===== config.mk =====
export PLATFORM = sky130hd
export DESIGN_NAME = muxd_arb
export DESIGN_NICKNAME = d
export VERILOG_FILES = /design/src/rtl/muxd_arb.sv
export SDC_FILE = /design/constraint.sdc
export NUM_CORES = 1
export LEC_CHECK = 0
export BUFFER_PORTS_ARGS = -buffer_cell sky130_fd_sc_hd__buf_2
export CAP_MARGIN = 20
export CORE_UTILIZATION = 33
export CTS_BUF_LIST = sky130_fd_sc_hd__clkbuf_4 sky130_fd_sc_hd__clkbuf_8 sky130_fd_sc_hd__clkbuf_16
export DETAILED_ROUTE_END_ITERATION = 7
export GPL_TIMING_DRIVEN = 0
export MAX_ROUTING_LAYER = met4
export PLACE_DENSITY_LB_ADDON = 0.08
export SLEW_MARGIN = 5
export SYNTH_ARGS = -nofsm -noshare
export SYNTH_HDL_FRONTEND = slang
export SYNTH_SLANG_ARGS = --single-unit

===== constraint.sdc =====
create_clock -name clk -period 3.8 [get_ports clk]
set_input_delay 0.38 -clock clk [delete_from_list [all_inputs] [get_ports clk]]
set_output_delay 0.38 -clock clk [all_outputs]
set_load 0.01 [all_outputs]

===== src/rtl/muxd_arb.sv =====
// Registered N-way valid/ready merge with round-robin or fixed-priority arbitration
// and an optional forced-select mode, feeding one output register stage.
module muxd_arb #(
    parameter int N  = 3,
    parameter int W  = 16,
    parameter bit RR = 1'b1
) (
    input  logic                         clk,
    input  logic                         rst_n,
    input  logic [N-1:0]                 req_valid_in,
    input  logic [N-1:0][W-1:0]          req_data_in,
    output logic [N-1:0]                 req_ready_out,
    input  logic                         force_en_in,
    input  logic [$clog2(N)-1:0]         force_sel_in,
    output logic                         m_valid_out,
    output logic [W-1:0]                 m_data_out,
    output logic [$clog2(N)-1:0]         m_sel_out,
    input  logic                         m_ready_in,
    output logic [15:0]                  xfer_cnt_out
);

    localparam int SW = $clog2(N);

    typedef enum logic {
        EMPTY = 1'b0,
        FULL  = 1'b1
    } state_e;

    state_e          state_q;
    logic [W-1:0]    data_q;
    logic [SW-1:0]   sel_q;
    logic [SW-1:0]   ptr_q;
    logic [SW-1:0]   ptr_d;
    logic [15:0]     cnt_q;

    logic [N-1:0]    elig;
    logic [N-1:0]    grant;
    logic [SW-1:0]   gidx;
    logic            found;
    logic            space;
    logic            accept;

    // An out-of-range forced index matches no channel, so the eligible set is empty.
    always_comb begin
        elig = '0;
        for (int i = 0; i < N; i++) begin
            elig[i] = req_valid_in[i] && (!force_en_in || (int'(force_sel_in) == i));
        end
    end

    always_comb begin
        logic [SW:0]   cand;
        logic [SW-1:0] idx;
        grant = '0;
        gidx  = '0;
        found = 1'b0;
        cand  = '0;
        idx   = '0;
        for (int k = 0; k < N; k++) begin
            if (RR) begin
                cand = {1'b0, ptr_q} + (SW+1)'(k);
            end else begin
                cand = (SW+1)'(k);
            end
            if (cand >= (SW+1)'(N)) begin
                cand = cand - (SW+1)'(N);
            end
            idx = cand[SW-1:0];
            if (!found && elig[idx]) begin
                found      = 1'b1;
                grant[idx] = 1'b1;
                gidx       = idx;
            end
        end
    end

    always_comb begin
        space         = (state_q == EMPTY) || m_ready_in;
        req_ready_out = grant & {N{space & rst_n}};
        accept        = found && space;
        if (gidx == SW'(N - 1)) begin
            ptr_d = '0;
        end else begin
            ptr_d = gidx + SW'(1);
        end
    end

    // A load takes priority over a drain so back-to-back words see no bubble.
    always_ff @(posedge clk or negedge rst_n) begin
        if (!rst_n) begin
            state_q <= EMPTY;
            data_q  <= '0;
            sel_q   <= '0;
            ptr_q   <= '0;
            cnt_q   <= '0;
        end else if (accept) begin
            state_q <= FULL;
            data_q  <= req_data_in[gidx];
            sel_q   <= gidx;
            cnt_q   <= cnt_q + 16'd1;
            if (RR) begin
                ptr_q <= ptr_d;
            end
        end else if (m_ready_in) begin
            state_q <= EMPTY;
        end
    end

    assign m_valid_out  = (state_q == FULL);
    assign m_data_out   = data_q;
    assign m_sel_out    = sel_q;
    assign xfer_cnt_out = cnt_q;

endmodule


# Yosys cells after proc, flatten, opt, wreduce, memory -nomap -nowiden
# Cells that the tools add are included.
# totals
regBits,37
in_bits,57
output_inout_bits,38
word_cells,77
# op_classes
addsub,7
magnitude_cmp,10
n_eq_ne,3
mux,29
bitwise,5
reduce_logical,18
# op_table
operator,count
16-bit binary-select mux with 2-bit select,1
"16-bit by 1-bit adder with 16-bit output, second input constant",1
16-bit two-way mux,1
2-bit two-way mux,7
"2-bit by 3-bit less-than comparator with 1-bit output, second input constant",4
1-bit two-way mux,11
1-bit logical AND,9
3-bit two-way mux,3
1-bit binary-select mux with 2-bit select,3
1-bit demux with 2-bit select,3
"2-bit equality test, second input constant",3
"2-bit by 1-bit greater-or-equal comparator with 1-bit output, second input constant",3
"3-bit by 2-bit greater-or-equal comparator with 1-bit output, second input constant",2
3-bit bitwise OR,2
"2-bit subtractor, second input constant",3
1-bit logical OR,4
"2-bit by 1-bit adder with 3-bit output, second input constant",1
"2-bit by 2-bit adder with 3-bit output, second input constant",1
3-bit bitwise AND,1
1-bit zero test,3
"2-bit by 1-bit adder with 2-bit output, second input constant",1
"2-bit greater-or-equal comparator, second input constant",1
2-bit zero test,1
2-bit nonzero test,1
other kinds (2),2

# Logic depth before layout (Yosys ltp)
# depth
ltp_word,14
mapped_depth,10

# Least setup slack after synthesis
# No wires, ideal clock.
# synth_timing
path_kind,reg-to-output
startpoint,register ptr_q[0]
endpoint,output port req_ready_out[0]
arrival_ns,1.904
setup_slack_ns,1.516
stages_incl_launch_ff,8
path_cell_list,dfrtp_1 -> inv_1 -> ha_1 -> clkbuf_1 -> mux2i_1 -> a2111oi_0 -> o21ai_0 -> a21oi_1
# synth_between
elab_chain_len,12
elab_cells_between_ends,44
classes_between,5 x add/sub; 9 x order compare; 20 x mux; 3 x bitwise; 7 x reduce/logical
# synth_lines
element,line_no,source
start: declaration,32,logic [SW-1:0] ptr_q;
start signal: assignment,102,ptr_q <= ptr_d;
"2-bit by 1-bit adder with 3-bit output, or another cell as far along",61,"cand = {1'b0, ptr_q} + (SW+1)'(k);"
"3-bit by 2-bit greater-or-equal comparator with 1-bit output, or another cell as far along",65,if (cand >= (SW+1)'(N)) begin
"2-bit two-way mux, or another cell as far along",65,
"2-bit by 3-bit less-than comparator with 1-bit output (not written as such), or another cell as far along",71,grant[idx] = 1'b1;
"1-bit logical AND (not written as such), or another cell as far along",71,
"1-bit two-way mux (not written as such), or another cell as far along",71,
"1-bit demux with 2-bit select, or another cell as far along",71,
3-bit bitwise OR (no source line) / 1-bit two-way mux (equally long branches),-,
3-bit two-way mux / 1-bit zero test (equally long branches),69,if (!found && elig[idx]) begin
3-bit bitwise OR (no source line) / 1-bit logical AND (equally long branches),-,
3-bit two-way mux (*),69,
3-bit bitwise AND (*),79,req_ready_out = grant & {N{space & rst_n}};
end: declaration,12,"output logic [N-1:0] req_ready_out,"
# Every way passes the cells marked *; elsewhere a longest branch is shown, timed or not. The select of a mux whose other input is x is not followed.

# Final worst setup path
# Ends and elaborated chain as after synthesis.

==> reports/qor.yml <==
final_layout:
  fin_nets: 425
  final_common_cell: "buf_2"
  drive_above_1_share: 0.344
  fillers: 708
  diodes: 0
  final_util: 0.446
  regArea_um2: 926
  syn2layout_area_growth_pct: 27.9
  multi_input_area_mm2: 0.00137
  layout_common_cells: "buf_2 (100), dfrtp_1 (37), nand2_1 (31), nor2_1 (24), a21o_1 (18)"
place:
  hpwl_mm: 4.83
  port_buffers: 93
  place_congestion: 0.862
  pre_cts_ws_ns: 1.10
timing:
  setup_viol: 0
  fin_setup_tns_ns: 0
  slew_violations: 0
  rsz0062_at_grt: "false"
  fmax_ghz: 0.333
  fin_crit_ns: 3.00
  whs_ns: 0.210
  relSlewSlack: 0.418
  skew_ns: 0.00300
  finalCritPeriodShare: 0.790
  hold_viol_final: 0
  worst_pin_slew_ns: 0.873
  fin_ws_ns: 0.800
floorplanning:
  ioPinCount: 95
  die_area_mm2: 0.00768
  die_w_um: 87.7
  rows: 30
  initial_utilization: 0.349
  coreArea_mm2: 0.00694
  die_y_um: 87.7
critical_path:
  worstPathMaxFanout: 10
  crit_type: "reg -> out"
  cp-end-kind: "primary output"
  cp.arrival_ns: 2.62
  worstPathRequired_ns: 3.42
  r2r_setup_slack_ns: 1.23
  crit_path_start_kind: "flop"
synth:
  synth_cell_types: 57
  ys_top_cells_by_area: "dfrtp_1 (38%), a21o_1 (5.6%), a311oi_1 (5.4%), nand2_1 (4.8%), a22oi_1 (4.7%)"
  synth_top_cell_by_area: "dfrtp_1"
  syn_area_mm2: 0.00242
  yosys_warnings: 0
  synth_seq_cells: 37
  synth_top_cell_area_share: 0.382
  netlist_instances: 263
  synth.avg_cell_area_um2: 9.21
  syn-num-nets: 325
  async_flop_share: 1.00
  ys.flop_type: "dfrtp_1"
  synth_seq_area_share: 0.382
  synth_edf_count: 0
global_route:
  grt_pass1_vias: 2234
  grt_pass1_wl_mm: 10.7
  antenna_found_initial: 0
  overflow: 0
  grt_max_degree: 39
  grt_use_total: 0.187
power_and_ir_drop:
  vdd_drop_max_uv: 290
  power_mw: 2.22
  power_density_mw_per_mm2: 718
  leakage_nw: 1.61
clock_network:
  cts_max_level: 2
  cts_resized: 0
  cts_setup_buffers: 0
  cts_tree: "done"
  cts_made_buffers: 5
  clock-sinks: 37
  path_clk_slew_ns: 0.07
  ctsRootBufferMaster: "clkbuf_8"
  clock_path_buffers: 2
  postCtsHoldBufs: 0
  clk_latency_ns: 0.28
flow_run:
  drv_cap: 0
detailed_routing:
  wl_met3_um: 300
  top_layer_used: "met4"
  wl_met2_mm: 3.09
  wire_per_inst_um: 14.3
  wl_mm: 6.57
  antenna_left: 0
  firstDrtPassIters: 4
  met1Wirelength_mm: 3.12
  dr.first_iter.drc_count: 106
  via_per_inst: 5.18
  drc: 0
  vias: 2378
worst_hold_path:
  hp-class: "in -> async"
run_status:
  run_status: "complete, no violations"
[worst max-delay path: stages, from the launching register on]
cell and delay [ns]:
dfrtp_1 0.39, inv_1 0.07, ha_1 0.38, clkbuf_1 0.34, mux2i_1 0.13, a2111oi_0 0.47, o21ai_0 0.20, a21oi_1 0.19
buf_2 0.15
[routing by layer]
metal | track usage | vias to the layer above
met5 | - | -
met4 | 0.0492 | 0
met3 | 0.0339 | 6
met2 | 0.291 | 77
met1 | 0.249 | 1112
li1 | - | 1183
[metrics by stage]
stage | cells | instance area [um2]
floorplan | 263 | 2420
global placement | 452 | 3010
detailed placement | 452 | 3010
CTS | 459 | 3100
global route | 459 | 3100
finish | 459 | 3100
[worst paths after layout]
kind,from,endpoint,cells past startpoint
max,ptr_q[0],req_ready_out[0],8
min,rst_n,m_valid_out,1
max reg2reg,ptr_q[0],m_data_out[10],9
min reg2reg,xfer_cnt_out[15],xfer_cnt_out[15],1
max in group asynchronous,rst_n,xfer_cnt_out[0],1
min in group clk,req_data_in[28],m_data_out[12],3
[layout make-up]
type                    instances  area share
plain buffers                  15      0.0307
clock buffers                   7      0.0291
inverters                       9      0.0109
multi-input cells             202       0.441
flip-flops and latches         37       0.299
well taps                      96      0.0388
repair buffers                 93       0.150
[where the power goes]
group / internal (mW) / switching [mW] / total [mW] / leakage, nW
Clock: 0.151 / 0.135 / 0.286 / 0.0477
Combinational: 0.523 / 0.737 / 1.26 / 1.11
Sequential: 0.554 / 0.122 / 0.676 / 0.456
Total: 1.23 / 0.993 / 2.22 / 1.61
[state kept, by name, indices dropped and copies added (netlist names)]
register      flops
m_data_out       16
xfer_cnt_out     16
m_sel_out         2
ptr_q             2
m_valid_out       1
[logic make-up after synthesis]
group	Yosys count	synth area share
XOR/XNOR	15	0.0543
adder cells (fa/ha/maj)	5	0.0258
multiplexers	3	0.0134
AND/OR/NAND/NOR	93	0.190
flip-flops	37	0.382
AO/OA/AOI/OAI	86	0.281
buffers and inverters	24	0.0532
[synth_stat cells, drive strengths merged, types with 4 or more instances]
| cell type | number |
|---|---|
| nor4 | 5 |
| a21oi | 4 |
| a22oi | 15 |
| o21ai | 10 |
| nand2 | 31 |
| nor3 | 8 |
| nor2 | 24 |
| dfrtp | 37 |
| inv | 9 |
| buf | 13 |
| a21o | 18 |
| xor2 | 12 |
| nand3 | 9 |
| ha | 5 |
| a311oi | 15 |
No activity file was read; power rests on OpenSTA's default activity.
